**config.mk**
```make
export PLATFORM = sky130hd
export DESIGN_NAME = asfifo_wptr_ctrl
export DESIGN_NICKNAME = d
export VERILOG_FILES = /design/src/rtl/asfifo_wptr_ctrl.sv
export SDC_FILE = /design/constraint.sdc
export NUM_CORES = 1
export LEC_CHECK = 0
export ABC_AREA = 1
export CAP_MARGIN = 0
export CELL_PAD_IN_SITES_DETAIL_PLACEMENT = 1
export CELL_PAD_IN_SITES_GLOBAL_PLACEMENT = 2
export CORE_MARGIN = 2
export CORE_UTILIZATION = 30
export CTS_BUF_LIST = sky130_fd_sc_hd__clkbuf_8
export DETAILED_ROUTE_END_ITERATION = 8
export GPL_TIMING_DRIVEN = 0
export HOLD_SLACK_MARGIN = 0.08
export PLACE_DENSITY = 0.75
export SETUP_SLACK_MARGIN = 0.1
export SYNTH_ARGS = -nofsm -noshare
export SYNTH_HDL_FRONTEND = slang
export SYNTH_SLANG_ARGS = --single-unit
```
**constraint.sdc**
```tcl
create_clock -name clk_sys -period 2.2 [get_ports clk_sys]
set_clock_uncertainty 0.2 [all_clocks]
set_input_delay 0.44 -clock clk_sys [delete_from_list [all_inputs] [get_ports clk_sys]]
set_output_delay 0.44 -clock clk_sys [all_outputs]
set_load 0.005 [all_outputs]
```
**src/rtl/asfifo_wptr_ctrl.sv**
```systemverilog
// Write-side pointer controller for the asynchronous FIFO: write strobe/address, Gray pointer export,
// read-pointer synchronizer and full/afull/level flags. `define ASFIFO_WR_OVF_EN enables the sticky wr_ovf flag.
module asfifo_wptr_ctrl #(
  parameter int AW         = 4,
  parameter int AFULL_TH   = 12,
  parameter int SYNC_STAGE = 2,
  parameter int U_DLY      = 1
) (
  input  logic          clk_sys,
  input  logic          rst_n,
  input  logic          wr_en,
  input  logic [AW:0]   rd_ptr_gray,
  output logic          mem_we,
  output logic [AW-1:0] wr_addr,
  output logic [AW:0]   wr_ptr_gray,
  output logic          full,
  output logic          afull,
  output logic [AW:0]   wr_level,
  input  logic          ovf_clr,
  output logic          wr_ovf
);

  localparam logic [AW:0] PTR_ONE   = (AW+1)'(1);
  localparam logic [AW:0] FULL_LVL  = (AW+1)'(2**AW);
  localparam logic [AW:0] AFULL_LVL = (AW+1)'(AFULL_TH);

  if (AW < 1 || SYNC_STAGE < 2 || AFULL_TH < 1 || AFULL_TH > 2**AW || U_DLY < 0) begin : g_param_chk
    $error("asfifo_wptr_ctrl: illegal parameter set");
  end

  function automatic logic [AW:0] bin2gray(input logic [AW:0] b);
    return b ^ (b >> 1);
  endfunction

  function automatic logic [AW:0] gray2bin(input logic [AW:0] g);
    logic [AW:0] b;
    b[AW] = g[AW];
    for (int i = AW - 1; i >= 0; i--) b[i] = b[i+1] ^ g[i];
    return b;
  endfunction

  logic [AW:0] wptr_bin_q, wptr_bin_d;
  logic [AW:0] wr_ptr_gray_q, wr_ptr_gray_d;
  logic [AW:0] rsync_q [SYNC_STAGE];
  logic [AW:0] rsync_d [SYNC_STAGE];
  logic [AW:0] rptr_dec_q, rptr_dec_d;
  logic [AW:0] wr_level_q, wr_level_d;
  logic        full_q, full_d;
  logic        afull_q, afull_d;
  logic        accept;

  always_comb begin
    accept        = wr_en & ~full_q;
    wptr_bin_d    = accept ? (wptr_bin_q + PTR_ONE) : wptr_bin_q;
    wr_ptr_gray_d = bin2gray(wptr_bin_d);
    // Read pointer crosses into this domain only as Gray code, one flop per stage
    rsync_d[0]    = rd_ptr_gray;
    for (int i = 1; i < SYNC_STAGE; i++) rsync_d[i] = rsync_q[i-1];
    rptr_dec_d    = gray2bin(rsync_q[SYNC_STAGE-1]);
    // Level uses the post-write pointer so a write is visible on the very next edge
    wr_level_d    = wptr_bin_d - rptr_dec_q;
    full_d        = (wr_level_d == FULL_LVL);
    afull_d       = (wr_level_d >= AFULL_LVL);
  end

  always_ff @(posedge clk_sys or negedge rst_n) begin
    if (!rst_n) begin
      wptr_bin_q    <= '0;
      wr_ptr_gray_q <= '0;
      for (int i = 0; i < SYNC_STAGE; i++) rsync_q[i] <= '0;
      rptr_dec_q    <= '0;
      wr_level_q    <= '0;
      full_q        <= 1'b0;
      afull_q       <= 1'b0;
    end else begin
      wptr_bin_q    <= wptr_bin_d;
      wr_ptr_gray_q <= wr_ptr_gray_d;
      rsync_q       <= rsync_d;
      rptr_dec_q    <= rptr_dec_d;
      wr_level_q    <= wr_level_d;
      full_q        <= full_d;
      afull_q       <= afull_d;
    end
  end

  // Strobe is forced low while reset is held so no RAM write can slip through
  assign mem_we      = wr_en & ~full_q & rst_n;
  assign wr_addr     = wptr_bin_q[AW-1:0];
  assign wr_ptr_gray = wr_ptr_gray_q;
  assign full        = full_q;
  assign afull       = afull_q;
  assign wr_level    = wr_level_q;

`ifdef ASFIFO_WR_OVF_EN
  logic wr_ovf_q, wr_ovf_d;

  always_comb begin
    wr_ovf_d = wr_ovf_q;
    if (ovf_clr) wr_ovf_d = 1'b0;
    if (wr_en & full_q) wr_ovf_d = 1'b1;
  end

  always_ff @(posedge clk_sys or negedge rst_n) begin
    if (!rst_n) wr_ovf_q <= 1'b0;
    else        wr_ovf_q <= wr_ovf_d;
  end

  assign wr_ovf = wr_ovf_q;
`else
  logic unused_ovf_clr;
  assign unused_ovf_clr = ovf_clr;
  assign wr_ovf         = 1'b0;
`endif

endmodule

```
Yosys cells after proc, flatten, opt, wreduce, memory -nomap -nowiden

Index checks and enable logic that the tools add are counted.

Flip-flop bits (word level): 32
Input port bits: 9
Output and inout bits: 18
Word-level logic and storage cells: 21

Add/subtract/negate cells: 2
Order comparisons: 1
Equal/unequal tests: 1
Mux-type cells: 1
Bitwise logic cells: 8

Operators by type and width:

| cell                                                              | count |
|---|---|
| adder 5 x 1 -> 5 bit, second input constant                       | 1 |
| == test 5 bit, second input constant                              | 1 |
| greater-or-equal comparator 5 x 4 -> 1 bit, second input constant | 1 |
| 2-to-1 mux 5 bit                                                  | 1 |
| subtractor 5 bit                                                  | 1 |
| XOR 5 x 4 -> 5 bit                                                | 1 |
| XOR 1 bit                                                         | 4 |
| AND 1 bit                                                         | 2 |
| inverter 1 bit                                                    | 1 |

Longest topological paths before layout

Gate-level depths: netlist of run 1.

Depth after elaboration: 5
Depth in mapped cells: 15
Gate-level depth less buffers: 15

Worst setup path after synthesis of run 1

Ideal clock, no wire load.

Path type: reg-to-reg
Start point: reg wptr_bin_q[0]
End point: reg afull_q, in the netlist afull
Setup time: 0.120 ns
Arrival: 1.816 ns
Required time: 1.880 ns
Slack: 0.065 ns
Cell stages (with the launch flop): 13
Buffers on the path: 0
Cell sequence: dfrtp_1 -> ha_1 -> nand3_1 -> nand2_1 -> fa_1 -> nand3_1 -> nand2_1 -> nand2_1 -> nand2_1 -> inv_1 -> nand2_1 -> nand2_1 -> nand2_1

Longest elaborated chain between the ends: 4

Ends and longest elaborated chain:

| item                                       | line | source |
|---|---|---|
| start, declared                            | 42   | `logic [AW:0] wptr_bin_q, wptr_bin_d;` |
| start signal, assigned                     | 76   | `wptr_bin_q <= wptr_bin_d;` |
| adder 5 x 1 -> 5 bit                       | 54   | `wptr_bin_d = accept ? (wptr_bin_q + PTR_ONE) : wptr_bin_q;` |
| 2-to-1 mux 5 bit                           | 54   |  |
| named net wptr_bin_d[1]                    | 42   |  |
| subtractor 5 bit                           | 61   | `wr_level_d = wptr_bin_d - rptr_dec_q;` |
| greater-or-equal comparator 5 x 4 -> 1 bit | 63   | `afull_d = (wr_level_d >= AFULL_LVL);` |
| named net afull_d                          | 49   | `logic afull_q, afull_d;` |
| end signal, assigned                       | 82   | `afull_q <= afull_d;` |
| end, declared                              | 49   |  |

The timed path passes the listed nets, and every way through them passes these cells.

Worst setup path after layout of run 1

Start point: in wr_en
End point: reg full_q, in the netlist full

Longest elaborated chain between the ends: 4

Ends and longest elaborated chain:

| item                    | line | source |
|---|---|---|
| start, declared         | 11   | `input logic wr_en,` |
| AND 1 bit               | 53   | `accept = wr_en & ~full_q;` |
| 2-to-1 mux 5 bit        | 54   |  |
| named net wptr_bin_d[0] | 42   |  |
| subtractor 5 bit        | 61   |  |
| named net wr_level_d[2] | 47   | `logic [AW:0] wr_level_q, wr_level_d;` |
| == test 5 bit           | 62   | `full_d = (wr_level_d == FULL_LVL);` |
| named net full_d        | 48   | `logic full_q, full_d;` |
| end signal, assigned    | 81   | `full_q <= full_d;` |
| end, declared           | 48   |  |

The timed path passes the listed nets, and every way through them passes these cells.

==> results of run 1 <==
## cell families after synthesis
| group | count (synthesis) | synth area share (%) |
|---|---|---|
| simple gates | 42 | 16.0 |
| flops | 31 | 62.2 |
| buf+inv | 17 | 5.42 |
| xor+xnor | 10 | 8.23 |
| fa+ha+maj | 6 | 6.63 |
| compound gates | 3 | 1.20 |
| other cells | 1 | 0.301 |
## where the power goes
part / internal [mW] / switching, mW / leakage (nW) / total [mW]
clock: 0.245 / 0.196 / 0.0470 / 0.441
sequential: 0.757 / 0.127 / 0.362 / 0.884
combinational: 0.828 / 0.679 / 0.461 / 1.51
## layer usage
metal	share of wire, %	vias to the layer above
met1	34	438
li1	-	421
met4	1.9	0
met3	6.0	5
met5	0	-
met2	58	28
## area by class of cell
type | count | area, um2 | area share, %
plain buffers | 1 | 7.51 | 0.399
clock buffers | 6 | 82.6 | 4.39
clock inverters | 1 | 5.00 | 0.266
inverters | 16 | 62.6 | 3.32
multi-input cells | 62 | 522 | 27.7
flip-flops and latches | 31 | 778 | 41.4
well taps | 50 | 62.6 | 3.32
repair buffers | 37 | 362 | 19.2
## per-stage QoR
stage | setup TNS [ns] | hold slack (ns)
global route | -0.242 | 0.156
detailed placement | -8.11 | 0.138
finish | 0 | 0.149
CTS | 0 | 0.152
floorplan | 0 | -0.0556
global placement | -6.04 | 0.133
## Yosys cell counts
library cell,count
xor2_1,5
buf_4,1
xnor2_2,1
inv_2,1
nand3_2,2
nand2_2,1
nand3b_1,2
nor2_2,1
nand2_1,24
nor2_1,4
a21oi_1,2
nand3_1,5
o21ai_0,1
nor2_4,1
inv_1,15
nor3_1,2
xor2_2,1
conb_1,1
xnor2_1,3
fa_1,1
ha_1,5
dfrtp_1,31
## flip-flops by register name, summed over array words and instances (netlist names)
register     cells
wr_level         5
rptr_dec_q       5
rptr_dec_d       1
afull            1
wr_ptr_gray      4
full             1
wptr_bin_q       5
rsync_d          5
rsync_q          4
## worst paths after layout
check	from	to	slack [ns]	cells after the start
min in group asynchronous	rst_n	wptr_bin_q[0]$_DFF_PN0_	0.50	3
max in group asynchronous	rst_n	wptr_bin_q[2]$_DFF_PN0_	1.12	3
worst min register to register	rsync_d[0]$_DFF_PN0_	rsync_q[0]$_DFF_PN0_	0.15	0
worst max-delay path	wr_en	full$_DFF_PN0_	0.03	11
worst min-delay path	rsync_d[0]$_DFF_PN0_	rsync_q[0]$_DFF_PN0_	0.15	0
worst max register to register	wptr_bin_q[0]$_DFF_PN0_	full$_DFF_PN0_	0.04	10
## what timing repair did
action,4_1_cts,5_1_grt
setup buffers,5,6
setup endpoints to repair,8,4
pin swaps,4,10
hold buffers,2,0
endpoints found under the hold margin,31,0
gates resized for setup,20,11
==> flow_summary.toml, run 1 <==
[finish]
syn_to_final_growth_pct = 51.0
fin_cells = 204
design_area_mm2 = 0.00188
drive_above_1_share_pct = 30.5
final_nets = 169
mostFrequentLayoutCells = "dfrtp_1 (29), clkdlybuf4s50_1 (21), nand2_1 (20), inv_1 (12), buf_4 (12)"
layout_commonest_cell = "dfrtp_1"
fin_util_pct = 47.0
fillers = 428
diodes = 0

[route]
via_count = 892
drcViolationCount = 0
postRouteAntennaNets = 0
wl_per_cell_um = 13.0
viasPerCell = 4.37
firstDrtPassIters = 2
drt_wl_total_um = 2640
drt_iter0_markers = 7

[setup_path]
worstSetupStartpointType = "input port"
worstPathMaxFanout = 4
worstPathArrival_ns = 2.18
worst-path-buf-inv = 3
critPathTopFamily = "adder cells"
required_ns = 2.21
cp_cell_sequence = "clkdlybuf4s15_1 -> nand2_4 -> xnor2_4 -> inv_2 -> ha_4 -> inv_4 -> fa_2 -> xor2_1 -> nor3_1 -> nand2_1 -> nor2_1"
crit_type = "input port to register"
cp_slowest_cell = "fa_2"
cpPeakStageDelay_ns = 0.37
cp-end-kind = "register"

[place]
postPlaceCellArea_mm2 = 0.00156
gp_congestion = 0.642
numPlacedInstances = 184
pre_cts_slack_ns = -1.14
portBuffers = 24
dp_hpwl_um = 1760

[floorplanning]
die-area_mm2 = 0.00469
io_pins = 27
fp-row-count = 23
die_y_um = 68.5
chipWidth_um = 68.5
core_mm2 = 0.00400
initial_core_util_pct = 31.2

[global_routing]
grt_antenna_before_repair = 0
grt-ovfl-total = 0
grt_pass1_vias = 950
grt_pass1_wl_um = 4280
use_met2_pct = 25.4
grt_max_degree = 32
grtUsageMet1_pct = 11.6
grt_busiest_layer = "met2"
grt.total_usage_pct = 13.3
use_met3_pct = 4.44

[clock_network]
clockBufferDepth = 2
cts_made_buffers = 5
cts_tree = "built"
cts_root_buf = "clkbuf_8"
clk_latency_ns = 0.28
clock-sinks = 31
clkTransAtPathRegs_ns = 0.06
htree_levels = 2

[synth]
yosys.area.top_type_share_pct = 62.2
synth_area_leader_cell = "dfrtp_1"
netlist_instances = 110
avgSynthCellArea_um2 = 11.3
synth-seq-cells = 31
yosys_warnings = 0
syn-num-nets = 125
synth.distinct_cells = 22
ys_seq_area_share_pct = 62.2
synth_area_leaders = "dfrtp_1 (62%), nand2_1 (7.2%), ha_1 (5.0%)"
syn-cell-area_mm2 = 0.00125

[sta]
fin_ws_ns = 0.0282
finalMaxSlewViolations = 0
rsz0062_at_grt = "true"
fin_crit_sh_pct = 98.7
finalHoldViolCount = 0
setup_viol = 0
fmax_mhz = 460
period_needed_ns = 2.17

[outcome]
status = "finished clean"

[power]
power.total_mw = 2.83
pwr_density_cell_mw_per_mm2 = 1500
p_leak_nw = 0.870
peakVddDrop_mv = 0.405

[run]
maxCapViolations = 0

[worst_hold_path]
hp-class = "register to register"
Note: power is estimated with default switching activity, not from simulation.
==> run 2: changes to the inputs <==
--- a/config.mk
+++ b/config.mk
@@ -9,9 +9,11 @@
 export CAP_MARGIN = 0
 export CELL_PAD_IN_SITES_DETAIL_PLACEMENT = 1
 export CELL_PAD_IN_SITES_GLOBAL_PLACEMENT = 2
+export CORE_ASPECT_RATIO = 1.4
 export CORE_MARGIN = 2
 export CORE_UTILIZATION = 30
 export CTS_BUF_LIST = sky130_fd_sc_hd__clkbuf_8
+export CTS_CLUSTER_SIZE = 28
 export DETAILED_ROUTE_END_ITERATION = 8
 export GPL_TIMING_DRIVEN = 0
 export HOLD_SLACK_MARGIN = 0.08
==> flow_summary.toml, run 2 (synthesis gave the netlist of run 1 again) <==
[route]
met2_length_um = 1460
top_layer = "met4"
drt_wl_total_um = 2530
wl_per_cell_um = 12.8
drt_iter0_markers = 6
viasPerCell = 4.39
dr_wl_met3_um = 141
firstDrtPassIters = 4
drcViolationCount = 0
drt-met1-wl_um = 889
postRouteAntennaNets = 0
via_count = 864

[worst_hold_path]
hold_depth = 0
worstHoldStart = "rsync_d[4]$_DFF_PN0_"
hp-class = "register to register"

[clock_network]
clkTransAtPathRegs_ns = 0.06
clock-sinks = 31
clk_latency_ns = 0.27
cts_root_buf = "clkbuf_8"
cts_made_buffers = 5
clockBufferDepth = 2
htree_levels = 2
cts_tree = "built"

[finish]
layout_commonest_cell = "dfrtp_1"
fin_cells = 197
mostFrequentLayoutCells = "dfrtp_1 (29), clkdlybuf4s50_1 (21), nand2_1 (20), inv_1 (14), buf_4 (11)"
final_nets = 168
drive_above_1_share_pct = 27.9
syn_to_final_growth_pct = 48.2
diodes = 0
fillers = 443

[setup_path]
worstPathArrival_ns = 2.17
worstSetupStartpointType = "register"
rr_endpoint = "full$_DFF_PN0_"
rr_startpoint = "full$_DFF_PN0_"
r2r_cells = 11
cp-end-kind = "register"
cp-startpoint = "full$_DFF_PN0_"
crit_type = "register to register"
r2r_slack_ns = 0.001
crit_path_end = "full$_DFF_PN0_"
required_ns = 2.17
worstPathMaxFanout = 4

[floorplanning]
fp-row-count = 27
initial_core_util_pct = 31.5
die_y_um = 80.3
io_pins = 27
chipWidth_um = 58.5
die-area_mm2 = 0.00469
core_mm2 = 0.00395

[power]
pwr-share-comb_pct = 53.2
seqPwrFrac_pct = 31.8
pwr_density_cell_mw_per_mm2 = 1470
p_leak_nw = 0.868
p_clk_share_pct = 15.0
intPower_mw = 1.76
sw_frac_of_total_pct = 35.4
peakVddDrop_mv = 0.859
power.total_mw = 2.72
p_sw_mw = 0.963

[global_routing]
grt_pass1_wl_um = 4040
grt_max_degree = 32
grt-ovfl-total = 0
grt_antenna_before_repair = 0
grt.total_usage_pct = 11.7
grt_pass1_vias = 950

[sta]
finalHoldViolCount = 0
fmax_mhz = 455
setup_viol = 0
period_needed_ns = 2.20
fin_crit_sh_pct = 99.9
rsz0062_at_grt = "true"
finalMaxSlewViolations = 0
final.setup.tns_ns = 0

[outcome]
status = "finished clean"

[place]
dp_hpwl_um = 1740
numPlacedInstances = 177
portBuffers = 24
gp_congestion = 0.798

[run]
maxCapViolations = 0
## run 2: layout make-up
class                           instances  area (um2)  share of cell area, %
Clock buffer                            5        68.8                   3.73
Sequential cell                        31         778                   42.1
Timing Repair Buffer                   36         354                   19.2
Buffer                                  1        7.51                  0.407
Tap cell                               43        53.8                   2.91
Multi-Input combinational cell         62         509                   27.6
Clock inverter                          3        12.5                  0.678
Inverter                               16        62.6                   3.39
## run 2: metrics by stage
stage                     cell area [um2]  worst slack, ns  hold WS [ns]  util [%]
after floorplan                      1260            0.146       -0.0556         -
after global placement               1550            -1.07         0.134      39.3
after detailed placement             1550            -1.17         0.138      39.3
after CTS                            1750         -0.00274         0.152      44.3
after global routing                 1850           -0.157         0.157      46.7
final                                1850          0.00113         0.150      46.7
## run 2: critical path, stage by stage (launching register included)
cell and delay [ns]:
dfrtp_1 0.39, inv_2 0.09, nand2_4 0.09, xnor2_4 0.17
inv_2 0.07, ha_4 0.13, inv_4 0.03, fa_2 0.40
xor2_1 0.32, nor3_2 0.08, nand2_1 0.07, nor2_1 0.04
## run 2: timing repair
item | CTS | global route
hold endpoints to repair | 31 | 0
hold buffers | 2 | 0
setup endpoints to repair | 8 | 5
buffers inserted | 3 | 7
resized for setup | 18 | 9
pin swaps | 4 | 9
## run 2: how the worst min path moves through the flow
stage | end | slack, ns
4_1_cts | rptr_dec_d[4]$_DFF_PN0_ | 0.15
2_1_floorplan | afull$_DFF_PN0_ | -0.06
6_report | rptr_dec_d[4]$_DFF_PN0_ | 0.15
3_3_place_gp | rsync_q[3]$_DFF_PN0_ | 0.13
5_1_grt | rsync_q[1]$_DFF_PN0_ | 0.16
3_5_place_dp | rptr_dec_d[4]$_DFF_PN0_ | 0.14
## run 2: power groups by stage
| stage | combinational (mW) | sequential, mW | clock, mW |
|---|---|---|---|
| 6_report | 1.45 | 0.864 | 0.407 |
| 2_1_floorplan | 0.599 | 0.876 | 0 |
| 3_3_place_gp | 1.05 | 0.860 | 0 |
| 4_1_cts | 1.26 | 0.876 | 0.426 |
| 5_1_grt | 1.64 | 0.886 | 0.455 |
| 3_5_place_dp | 1.09 | 0.873 | 0 |
## run 2: routing by layer
layer  vias to the layer above  global-route usage, %
li1                        416                      -
met1                       416                   10.3
met2                        26                   23.0
met3                         6                   3.86
met4                         0                   4.88
met5                         -                      0
